<file path="src/rtl/imem_load_controller.sv">
// Streams a program into the 128x32 instruction memory and releases the CPU once loading is done.
// Optional `VERIFY_EN: XOR read-back check of the loaded image before the CPU is released.
module imem_load_controller #(
    parameter int ADDR_W = 7,
    parameter int DATA_W = 32,
    parameter int DEPTH  = 128
) (
    input  logic              clk,
    input  logic              rst_all,
    input  logic              start,
    input  logic              in_valid,
    input  logic [DATA_W-1:0] in_data,
    input  logic              in_last,
    output logic              in_ready,
    input  logic [ADDR_W-1:0] pc_addr,
    output logic              imem_we,
    output logic [ADDR_W-1:0] imem_write_addr,
    output logic [DATA_W-1:0] imem_write_data,
    output logic [ADDR_W-1:0] imem_read_addr,
    input  logic [DATA_W-1:0] imem_read_data,
    output logic              cpu_hold,
    output logic              load_done,
    output logic [ADDR_W:0]   word_count,
    output logic              error
);

`ifdef VERIFY_EN
    typedef enum logic [1:0] {S_IDLE, S_LOAD, S_VERIFY, S_DONE} state_t;
`else
    typedef enum logic [1:0] {S_IDLE, S_LOAD, S_DONE} state_t;
`endif

    localparam logic [ADDR_W-1:0] LAST_ADDR = ADDR_W'(DEPTH - 1);

    state_t              state_q, state_d;
    logic [ADDR_W-1:0]   addr_q, addr_d;
    logic [ADDR_W:0]     wc_q, wc_d;
    logic                err_q, err_d;
    logic                accept;
`ifdef VERIFY_EN
    logic [DATA_W-1:0]   xor_in_q, xor_in_d;
    logic [DATA_W-1:0]   xor_rd_q, xor_rd_d;
`else
    logic                unused_rd;
    assign unused_rd = ^imem_read_data;
`endif

    always_ff @(posedge clk) begin
        if (!rst_all) begin
            state_q  <= S_IDLE;
            addr_q   <= '0;
            wc_q     <= '0;
            err_q    <= 1'b0;
`ifdef VERIFY_EN
            xor_in_q <= '0;
            xor_rd_q <= '0;
`endif
        end else begin
            state_q  <= state_d;
            addr_q   <= addr_d;
            wc_q     <= wc_d;
            err_q    <= err_d;
`ifdef VERIFY_EN
            xor_in_q <= xor_in_d;
            xor_rd_q <= xor_rd_d;
`endif
        end
    end

    always_comb begin
        state_d        = state_q;
        addr_d         = addr_q;
        wc_d           = wc_q;
        err_d          = err_q;
        in_ready       = 1'b0;
        accept         = 1'b0;
        imem_read_addr = pc_addr;
`ifdef VERIFY_EN
        xor_in_d       = xor_in_q;
        xor_rd_d       = xor_rd_q;
`endif
        case (state_q)
            S_IDLE, S_DONE: begin
                if (start) begin
                    state_d  = S_LOAD;
                    addr_d   = '0;
                    wc_d     = '0;
                    err_d    = 1'b0;
`ifdef VERIFY_EN
                    xor_in_d = '0;
                    xor_rd_d = '0;
`endif
                end
            end
            S_LOAD: begin
                // Gated by reset so no write can land on a reset edge
                in_ready = rst_all;
                accept   = in_valid & rst_all;
                if (accept) begin
                    wc_d = wc_q + 1'b1;
`ifdef VERIFY_EN
                    xor_in_d = xor_in_q ^ in_data;
`endif
                    if (in_last || addr_q == LAST_ADDR) begin
                        err_d = err_q | ~in_last;
`ifdef VERIFY_EN
                        state_d = S_VERIFY;
                        addr_d  = '0;
`else
                        state_d = S_DONE;
`endif
                    end else begin
                        addr_d = addr_q + 1'b1;
                    end
                end
            end
`ifdef VERIFY_EN
            S_VERIFY: begin
                imem_read_addr = addr_q;
                xor_rd_d       = xor_rd_q ^ imem_read_data;
                if ({1'b0, addr_q} + 1'b1 == wc_q) begin
                    state_d = S_DONE;
                    if (xor_rd_d != xor_in_q) begin
                        err_d = 1'b1;
                    end
                end else begin
                    addr_d = addr_q + 1'b1;
                end
            end
`endif
            default: state_d = S_IDLE;
        endcase
    end

    assign imem_we         = accept;
    assign imem_write_addr = addr_q;
    assign imem_write_data = in_data;
    assign cpu_hold        = (state_q != S_DONE);
    assign load_done       = (state_q == S_DONE);
    assign word_count      = wc_q;
    assign error           = err_q;

endmodule
</file>
<file path="config.mk">
export PLATFORM = sky130hd
export DESIGN_NAME = imem_load_controller
export DESIGN_NICKNAME = d
export VERILOG_FILES = /design/src/rtl/imem_load_controller.sv
export SDC_FILE = /design/constraint.sdc
export NUM_CORES = 1
export LEC_CHECK = 0
export BUFFER_PORTS_ARGS = -buffer_cell sky130_fd_sc_hd__buf_2
export CORE_ASPECT_RATIO = 0.75
export CORE_MARGIN = 2
export CORE_UTILIZATION = 36
export DETAILED_ROUTE_END_ITERATION = 6
export GPL_TIMING_DRIVEN = 0
export PLACE_DENSITY = 0.86
export SLEW_MARGIN = 20
export SYNTH_ARGS = -nofsm -noshare
export SYNTH_HDL_FRONTEND = slang
export SYNTH_SLANG_ARGS = --single-unit
export TNS_END_PERCENT = 10
</file>
<file path="constraint.sdc">
create_clock -name clk -period 4.3 [get_ports clk]
set_input_delay 0.645 -clock clk [delete_from_list [all_inputs] [get_ports clk]]
set_output_delay 0.645 -clock clk [all_outputs]
set_load 0.1 [all_outputs]
</file>
==> impl_metrics.csv, run 1 <==
group,metric,value,unit
logic_synthesis,synth_nets,216,
finish,nets,283,
cts,cts-root-buf,"clkbuf_8",
route,drcViolationCount,0,
power_and_ir_drop,irDropWorstVdd,0.130,mV
timing,rsz0062_at_grt,"no",
power_and_ir_drop,p_sw_share,46.6,%
power_and_ir_drop,p_per_area,329,mW/mm2
cts,cts_sinks,18,
floorplanning,rows,17,
route,vias,1101,
global_routing,grt-busiest-layer,"met2",
logic_synthesis,synth_area,0.00117,mm2
outcome,status,"finished, final reports clean",
power_and_ir_drop,switching_power,0.240,mW
cts,ctsResizeCount,0,
cts,cts_tree,"yes",
cts,h-tree-depth,1,
finish,layout_common_cells,"62 x buf_2, 40 x buf_4, 18 x dfxtp_1",
global_routing,grt_use_met3,6.10,%
worst_setup_path,path_max_fanout,8,
timing,worst_slew_pin_slew,0.492,ns
placed_design,dp_hpwl,2160,um
cts,hold_buffers,0,
power_and_ir_drop,clockPowerShare,22.3,%
finish,antenna_cells,0,
finish,finalInstanceArea,0.00157,mm2
timing,final_hold_viol_count,0,
floorplanning,die-height,53.3,um
timing,drv_slew,0,
finish,fin_util,51.9,%
worst_setup_path,crit_path_start_kind,"input port",
route,first_pass_iters,4,
cts,cts_buffers,3,
power_and_ir_drop,p_seq_share,33.4,%
logic_synthesis,synth_seq_area_share,30.9,%
floorplanning,io_pins,135,
worst_setup_path,cp.required,3.65,ns
route,post_drt_via_cell_ratio,4.57,
cts,cts_setup_buffers,0,
logic_synthesis,synth_top_area_cell,"dfxtp_1",
timing,period_share,51.8,%
floorplanning,start_util,38.6,%
logic_synthesis,ys_top_cells_by_area,"dfxtp_1 31%, buf_4 26%, o2111ai_1 3.8%, nor2_1 3.5%, xor2_1 3.0%",
power_and_ir_drop,combinationalPowerShare,44.3,%
floorplanning,coreArea,0.00302,mm2
worst_hold_path,hold_path.class,"register to register",
worst_setup_path,criticalPathCategory,"input port to output pin",
route,drt_iter0_markers,55,
global_routing,first_global_vias,820,
global_routing,grt_first_pass_wirelength,3850,um
floorplanning,die_w,69.8,um
global_routing,met1_usage,17.5,%
cts,clk_pin_slew_worst_paths,0.06,ns
timing,tns,0,ns
timing,finalClockSkew,0.00340,ns
power_and_ir_drop,p_int,0.275,mW
worst_setup_path,worstPathArrival,1.58,ns
global_routing,grt_use_total,13.4,%
timing,finalSetupViolations,0,
placed_design,port_buffers,62,
logic_synthesis,ys_warn_count,0,
logic_synthesis,avgSynthCellArea,8.46,um2
logic_synthesis,syn-instance-count,138,
global_routing,grt.overflow.total,0,
timing,clock.fmax,0.449,GHz
floorplanning,die_area,0.00372,mm2
cts,clockBufferDepth,2,
global_routing,antenna_found_initial,0,
route,drt.antenna.violating_nets,0,
timing,slew_headroom,67.4,%
logic_synthesis,ys_ff_latch,18,
logic_synthesis,yosysTopAreaCellShare,30.9,%
cts,clkLatencyLatePin,0.25,ns
placed_design,gp_congestion,0.783,
route,wl,2630,um
worst_setup_path,end_kind,"output pin",
global_routing,grt_use_met2,19.1,%
logic_synthesis,ys_types,35,
finish,final_common_cell,"buf_2",
flow_run,cap_violations,0,
timing,layout_min_cycle_time,2.23,ns
placed_design,postPlaceCellArea,0.00153,mm2
finish,synthToLayoutAreaGrowth,34.2,%
finish,layout-drive-gt1-share,55.2,%
route,wl_per_cell,10.9,um
global_routing,grt_max_degree,10,
power_and_ir_drop,p_leak,0.795,nW
worst max-delay path, stage by stage:
cell	delay, ns
buf_4	0.13
nand4b_2	0.19
clkinv_2	0.16
buf_2	0.44
final cells by class:
type | instances | area [um2]
sequential | 18 | 360
buffer | 40 | 300
tap | 38 | 47.5
fill | 291 | 1450
timing repair buffer | 62 | 310
clock buffer | 3 | 41.3
multi-input combinational | 72 | 475
inverter | 8 | 31.3
synth_stat cells:
master     count
a2111oi_2      1
a211o_1        1
a21oi_1        4
a22o_1         1
a31oi_1        4
and3_1         1
buf_4         40
clkinv_2       1
dfxtp_1       18
ha_1           2
inv_1          7
nand2_1        5
nand2_2        1
nand2b_1       3
nand2b_4       1
nand3_1        6
nand3b_1       1
nand4_1        1
nand4b_1       1
nand4b_2       1
nor2_1        11
nor2b_1        1
nor3_1         2
nor3b_2        1
o2111ai_1      5
o21a_1         1
o21ai_0        4
o21ai_1        1
o21ai_2        1
o21bai_1       1
o31ai_1        2
or3_1          2
or4_1          1
xnor2_1        1
xor2_1         4
state kept, by name, summed over array words and instances (netlist names):
name / count
error: 1
imem_write_addr: 7
state_q: 2
word_count: 8
kinds of logic (layout without fill, tap and decap cells):
group,Yosys count,after routing,share of synthesized area (%)
DFF,18,18,30.9
buffers and inverters,48,113,28.4
adders and majority gates,2,2,2.14
xor gates and xnor gates,5,5,3.75
and+or+nand+nor,39,39,19.0
AOI/OAI and AO/OA,26,26,15.9
per-stage QoR:
step	cells	setup slack (ns)	power, mW	hold WS, ns
detailed placement	238	2.07	0.405	0.472
global placement	238	2.09	0.404	0.463
floorplan	138	1.72	0.380	0.528
finish	241	2.07	0.516	0.488
CTS	241	2.07	0.520	0.491
global route	241	2.01	0.536	0.509
layer usage:
metal	vias up	part of all wire, %
met1	493	43
li1	572	-
met2	34	48
met3	2	7.9
met5	-	0
met4	0	0.61
path summary, 6_finish.rpt:
kind                       from                  to  slack, ns  cells after the start
min reg2reg               error               error       0.49                      2
max                     rst_all             imem_we       2.07                      4
min                       error               error       0.49                      2
max reg2reg  imem_write_addr[0]  imem_write_addr[4]       2.61                      5
power groups by stage:
stage | Sequential [mW] | Clock [mW] | Combinational, mW
4_1_cts | 0.172 | 0.118 | 0.229
5_1_grt | 0.173 | 0.129 | 0.235
2_1_floorplan | 0.180 | 0 | 0.200
3_5_place_dp | 0.176 | 0 | 0.229
6_report | 0.172 | 0.115 | 0.229
3_3_place_gp | 0.176 | 0 | 0.228
(Power assumes the default switching activity.)
==> run 2: changes to the inputs <==
--- a/config.mk
+++ b/config.mk
@@ -8,10 +8,10 @@
 export BUFFER_PORTS_ARGS = -buffer_cell sky130_fd_sc_hd__buf_2
 export CORE_ASPECT_RATIO = 0.75
 export CORE_MARGIN = 2
-export CORE_UTILIZATION = 36
+export CORE_UTILIZATION = 30
 export DETAILED_ROUTE_END_ITERATION = 6
 export GPL_TIMING_DRIVEN = 0
-export PLACE_DENSITY = 0.86
+export PLACE_DENSITY = 0.76
 export SLEW_MARGIN = 20
 export SYNTH_ARGS = -nofsm -noshare
 export SYNTH_HDL_FRONTEND = slang
==> constraint.sdc (replaced) <==
create_clock -name clk -period 2 [get_ports clk]
set_input_delay 0.3 -clock clk [delete_from_list [all_inputs] [get_ports clk]]
set_output_delay 0.3 -clock clk [all_outputs]
set_load 0.1 [all_outputs]
==> run 2 against run 1 <==
Register-to-register slack worse by 2.3 ns. First-iteration DRC count up 36%. Final cell count up 6.2%. Worst hold slack worse by 0.19 ns. Sequential power up 120%. Critical endpoint is now in_ready. Highest routed layer unchanged.
==> impl_metrics.csv, run 2 (synthesis gave the netlist of run 1 again) <==
group,metric,value,unit
outcome,status,"finished, final reports clean",
timing,drv_slew,0,
worst_setup_path,timing.rr.start,"imem_write_addr[0]",
timing,layout_min_cycle_time,1.83,ns
route,first_pass_iters,4,
route,wl_per_cell,10.6,um
global_routing,antenna_found_initial,0,
timing,finalSetupViolations,0,
timing,setup_ws,0.169,ns
floorplanning,coreArea,0.00368,mm2
worst_hold_path,hold_path.class,"input port to register",
power_and_ir_drop,p_int,0.634,mW
worst_setup_path,cp.required,1.70,ns
power_and_ir_drop,p_seq_share,32.1,%
finish,layout-drive-gt1-share,55.9,%
placed_design,port_buffers,62,
cts,hold_buffers,0,
power_and_ir_drop,switching_power,0.520,mW
global_routing,grt_first_pass_wirelength,4290,um
worst_setup_path,critPathBufInv,2,
floorplanning,rows,19,
global_routing,grt_max_degree,11,
finish,n_fill_cell,362,
route,post_drt_via_cell_ratio,4.34,
route,drt_iter0_markers,75,
finish,antenna_cells,0,
worst_setup_path,worstPathArrival,1.53,ns
floorplanning,die-height,58.0,um
cts,cts_sinks,18,
power_and_ir_drop,p_per_area,721,mW/mm2
power_and_ir_drop,report.power.total,1.15,mW
finish,regArea,360,um2
worst_setup_path,cp_top_family,"buffers and inverters",
worst_setup_path,criticalPathCategory,"register to output pin",
finish,final_common_cell,"buf_2",
cts,clkLatencyLatePin,0.25,ns
placed_design,dp_hpwl,2150,um
worst_setup_path,crit_path_start_kind,"register",
placed_design,gp_congestion,0.836,
placed_design,dp_slack,0.319,ns
worst_setup_path,end_kind,"output pin",
cts,ctsResizeCount,0,
floorplanning,die_w,76.0,um
worst_setup_path,worstPathCellList,"nand3b_1, inv_1, buf_2",
flow_run,cap_violations,0,
timing,clock.fmax,0.546,GHz
worst_hold_path,holdCritStartpoint,"start",
global_routing,first_global_vias,961,
finish,largest_reg_flops,8,
floorplanning,die_area,0.00441,mm2
finish,multi_input_area,478,um2
cts,h-tree-depth,1,
worst_setup_path,rrSetupSlack,0.33,ns
power_and_ir_drop,p_sw_share,45.1,%
worst_setup_path,critPathSlowestCell,"buf_2",
timing,finalClockSkew,0.00155,ns
cts,cts_buffers,3,
floorplanning,start_util,31.7,%
finish,nets,283,
cts,cts_setup_buffers,0,
cts,cts-root-buf,"clkbuf_8",
timing,worst_slew_pin_slew,0.496,ns
cts,clk_pin_slew_worst_paths,0.06,ns
global_routing,grt.overflow.total,0,
route,drt.antenna.violating_nets,0,
worst_setup_path,max_stage_delay,0.45,ns
worst_setup_path,path_max_fanout,7,
power_and_ir_drop,clockPowerShare,25.3,%
power_and_ir_drop,irDropWorstVdd,0.273,mV
route,drcViolationCount,0,
timing,rsz0062_at_grt,"no",
worst_setup_path,crit_path_start,"state_q[0]",
timing,slew_headroom,67.2,%
timing,period_share,91.5,%
finish,layout_common_cells,"62 x buf_2, 40 x buf_4, 18 x dfxtp_1",
timing,final_hold_viol_count,0,
route,wl,2710,um
route,vias,1112,
floorplanning,io_pins,135,
power_and_ir_drop,combinationalPowerShare,42.6,%
cts,clockBufferDepth,2,
power_and_ir_drop,p_leak,0.803,nW
finish,synthToLayoutAreaGrowth,37.1,%
global_routing,grt_use_total,11.9,%
cts,cts_tree,"yes",
run 2: changes by cell type in the layout (fill, tap and decap cells not counted), sizes merged:
cell / delta
clkbuf: +1
run 2: final timing paths:
path | end | depth (start not counted)
min | state_q[1] | 2
max | in_ready | 3
min reg2reg | imem_write_addr[6] | 2
max reg2reg | imem_write_addr[4] | 5
run 2: cell type report:
| type | count | area share (%) |
|---|---|---|
| multi-input cells | 72 | 29.9 |
| inverters | 8 | 1.95 |
| well taps | 52 | 4.07 |
| plain buffers | 40 | 18.8 |
| repair buffers | 62 | 19.4 |
| clock buffers | 4 | 3.44 |
| flip-flops and latches | 18 | 22.5 |
run 2: per-stage QoR:
| stage | hold WS, ns | TNS, ns | cells | utilization [%] | cell area (um2) |
|---|---|---|---|---|---|
| floorplan | 0.403 | -1.14 | 138 | - | 1170 |
| global placement | 0.471 | 0 | 252 | 41.9 | 1550 |
| detailed placement | 0.486 | 0 | 252 | 41.9 | 1550 |
| CTS | 0.304 | 0 | 256 | 43.4 | 1600 |
| global route | 0.327 | 0 | 256 | 43.4 | 1600 |
| finish | 0.302 | 0 | 256 | 43.4 | 1600 |
run 2: layer usage:
metal	part of all wire, %	track usage (%)	vias up
met5	0	0	-
li1	-	-	571
met2	49	19.0	39
met4	1.3	6.23	0
met3	5.2	1.56	4
met1	44	16.1	498
run 2: power groups by stage:
| stage | Sequential, mW | Combinational (mW) | Clock (mW) |
|---|---|---|---|
| CTS | 0.370 | 0.493 | 0.300 |
| detailed placement | 0.378 | 0.493 | 0 |
| global placement | 0.378 | 0.491 | 0 |
| global route | 0.371 | 0.505 | 0.316 |
| finish | 0.370 | 0.492 | 0.292 |
| floorplan | 0.388 | 0.430 | 0 |
==> run 3: changes to the inputs <==
--- a/config.mk
+++ b/config.mk
@@ -12,6 +12,7 @@
 export DETAILED_ROUTE_END_ITERATION = 6
 export GPL_TIMING_DRIVEN = 0
 export PLACE_DENSITY = 0.76
+export RECOVER_POWER = 100
 export SLEW_MARGIN = 20
 export SYNTH_ARGS = -nofsm -noshare
 export SYNTH_HDL_FRONTEND = slang
==> run 3 against run 2 <==
Power down 0.94%. First-iteration DRC count down 4.0%. Worst hold slack about the same. Clock skew up 0.0012 ns. Critical endpoint unchanged. Register-to-register slack about the same. Non-clock buffer count unchanged.
==> impl_metrics.csv, run 3 (synthesis gave the netlist of run 1 again) <==
group,metric,value,unit
outcome,status,"finished, final reports clean",
placed_design,dp_slack,0.319,ns
worst_setup_path,crit_path_start_kind,"register",
cts,cts_tree,"yes",
global_routing,grt_first_pass_wirelength,4290,um
timing,setup_ws,0.142,ns
global_routing,grt_max_degree,11,
worst_hold_path,hold_path.class,"input port to register",
worst_setup_path,end_kind,"output pin",
route,wl_per_cell,10.6,um
global_routing,grt_use_total,11.9,%
route,wl,2710,um
placed_design,port_buffers,62,
finish,largest_reg_flops,8,
flow_run,cap_violations,0,
timing,final_hold_viol_count,0,
route,drcViolationCount,0,
worst_setup_path,worstPathArrival,1.56,ns
cts,h-tree-depth,1,
route,first_pass_iters,4,
timing,worst_slew_pin_slew,1.17,ns
placed_design,gp_congestion,0.836,
floorplanning,die_w,76.0,um
finish,layout_common_cells,"40 x buf_4, 39 x clkbuf_1, 20 x clkbuf_2",
floorplanning,io_pins,135,
global_routing,first_global_vias,961,
finish,finalInstanceArea,0.00154,mm2
finish,n_fill_cell,384,
cts,clockBufferDepth,2,
timing,finalSetupViolations,0,
cts,cts_sinks,18,
timing,period_share,92.9,%
timing,rsz0062_at_grt,"no",
finish,synthToLayoutAreaGrowth,32.0,%
floorplanning,coreArea,0.00368,mm2
power_and_ir_drop,p_leak,0.679,nW
route,post_drt_via_cell_ratio,4.39,
timing,hold_ws,0.302,ns
cts,cts_buffers,3,
worst_setup_path,path_max_fanout,7,
global_routing,antenna_found_initial,0,
route,drt.antenna.violating_nets,0,
cts,clk_pin_slew_worst_paths,0.06,ns
timing,drv_slew,0,
power_and_ir_drop,irDropWorstVdd,0.274,mV
cts,hold_buffers,0,
placed_design,postPlaceCellArea,0.00155,mm2
finish,antenna_cells,0,
cts,clkLatencyLatePin,0.25,ns
global_routing,grt.overflow.total,0,
worst_setup_path,rr_worst_depth,5,
finish,nets,283,
power_and_ir_drop,report.power.total,1.14,mW
placed_design,dp_hpwl,2150,um
floorplanning,rows,19,
worst_setup_path,cp.required,1.70,ns
timing,finalClockSkew,0.00274,ns
cts,ctsResizeCount,0,
finish,layout-drive-gt1-share,35.8,%
finish,fin_util,41.8,%
worst_setup_path,criticalPathCategory,"register to output pin",
worst_hold_path,whs_path_depth,2,
power_and_ir_drop,p_per_area,741,mW/mm2
finish,final_common_cell,"buf_4",
timing,slew_headroom,22.5,%
route,drt_iter0_markers,72,
floorplanning,die-height,58.0,um
route,vias,1123,
cts,cts-root-buf,"clkbuf_8",
timing,layout_min_cycle_time,1.86,ns
cts,cts_setup_buffers,0,
floorplanning,die_area,0.00441,mm2
floorplanning,start_util,31.7,%
timing,clock.fmax,0.538,GHz
==> run 3: cell type report <==
type,count,area [um2],share of cell area [%]
timing repair buffer,62,262,17.0
sequential,18,360,23.4
inverter,8,31.3,2.03
buffer,40,300,19.5
clock buffer,4,55.1,3.57
tap,52,65.1,4.22
multi-input combinational,72,468,30.4
==> run 3: final timing paths <==
kind / startpoint / end / slack (ns)
worst max-delay path: state_q[0] / in_ready / 0.14
worst min-delay path: start / state_q[1] / 0.30
worst max register to register: imem_write_addr[0] / imem_write_addr[4] / 0.33
worst min register to register: imem_write_addr[6] / imem_write_addr[6] / 0.50
==> run 3: metrics by stage <==
step / instances / setup TNS (ns)
floorplan: 138 / -1.14
global placement: 252 / 0
detailed placement: 252 / 0
CTS: 256 / 0
global route: 256 / 0
finish: 256 / 0
==> run 3: layer usage <==
metal	vias up	track usage, %	part of all wire, %
li1	572	-	-
met1	501	16.1	44
met2	45	19.0	48
met3	5	1.56	5.7
met4	0	6.23	1.8
met5	-	0	0
==> run 3: critical path: stages, from the launching register on <==
cell and delay (ns):
dfxtp_1 0.44, nand3b_1 0.21, inv_1 0.18, clkbuf_2 0.48
==> run 3: report_power, final <==
group          internal, mW  switching, mW
Sequential            0.363        0.00701
Clock                 0.175          0.119
Combinational        0.0833          0.396
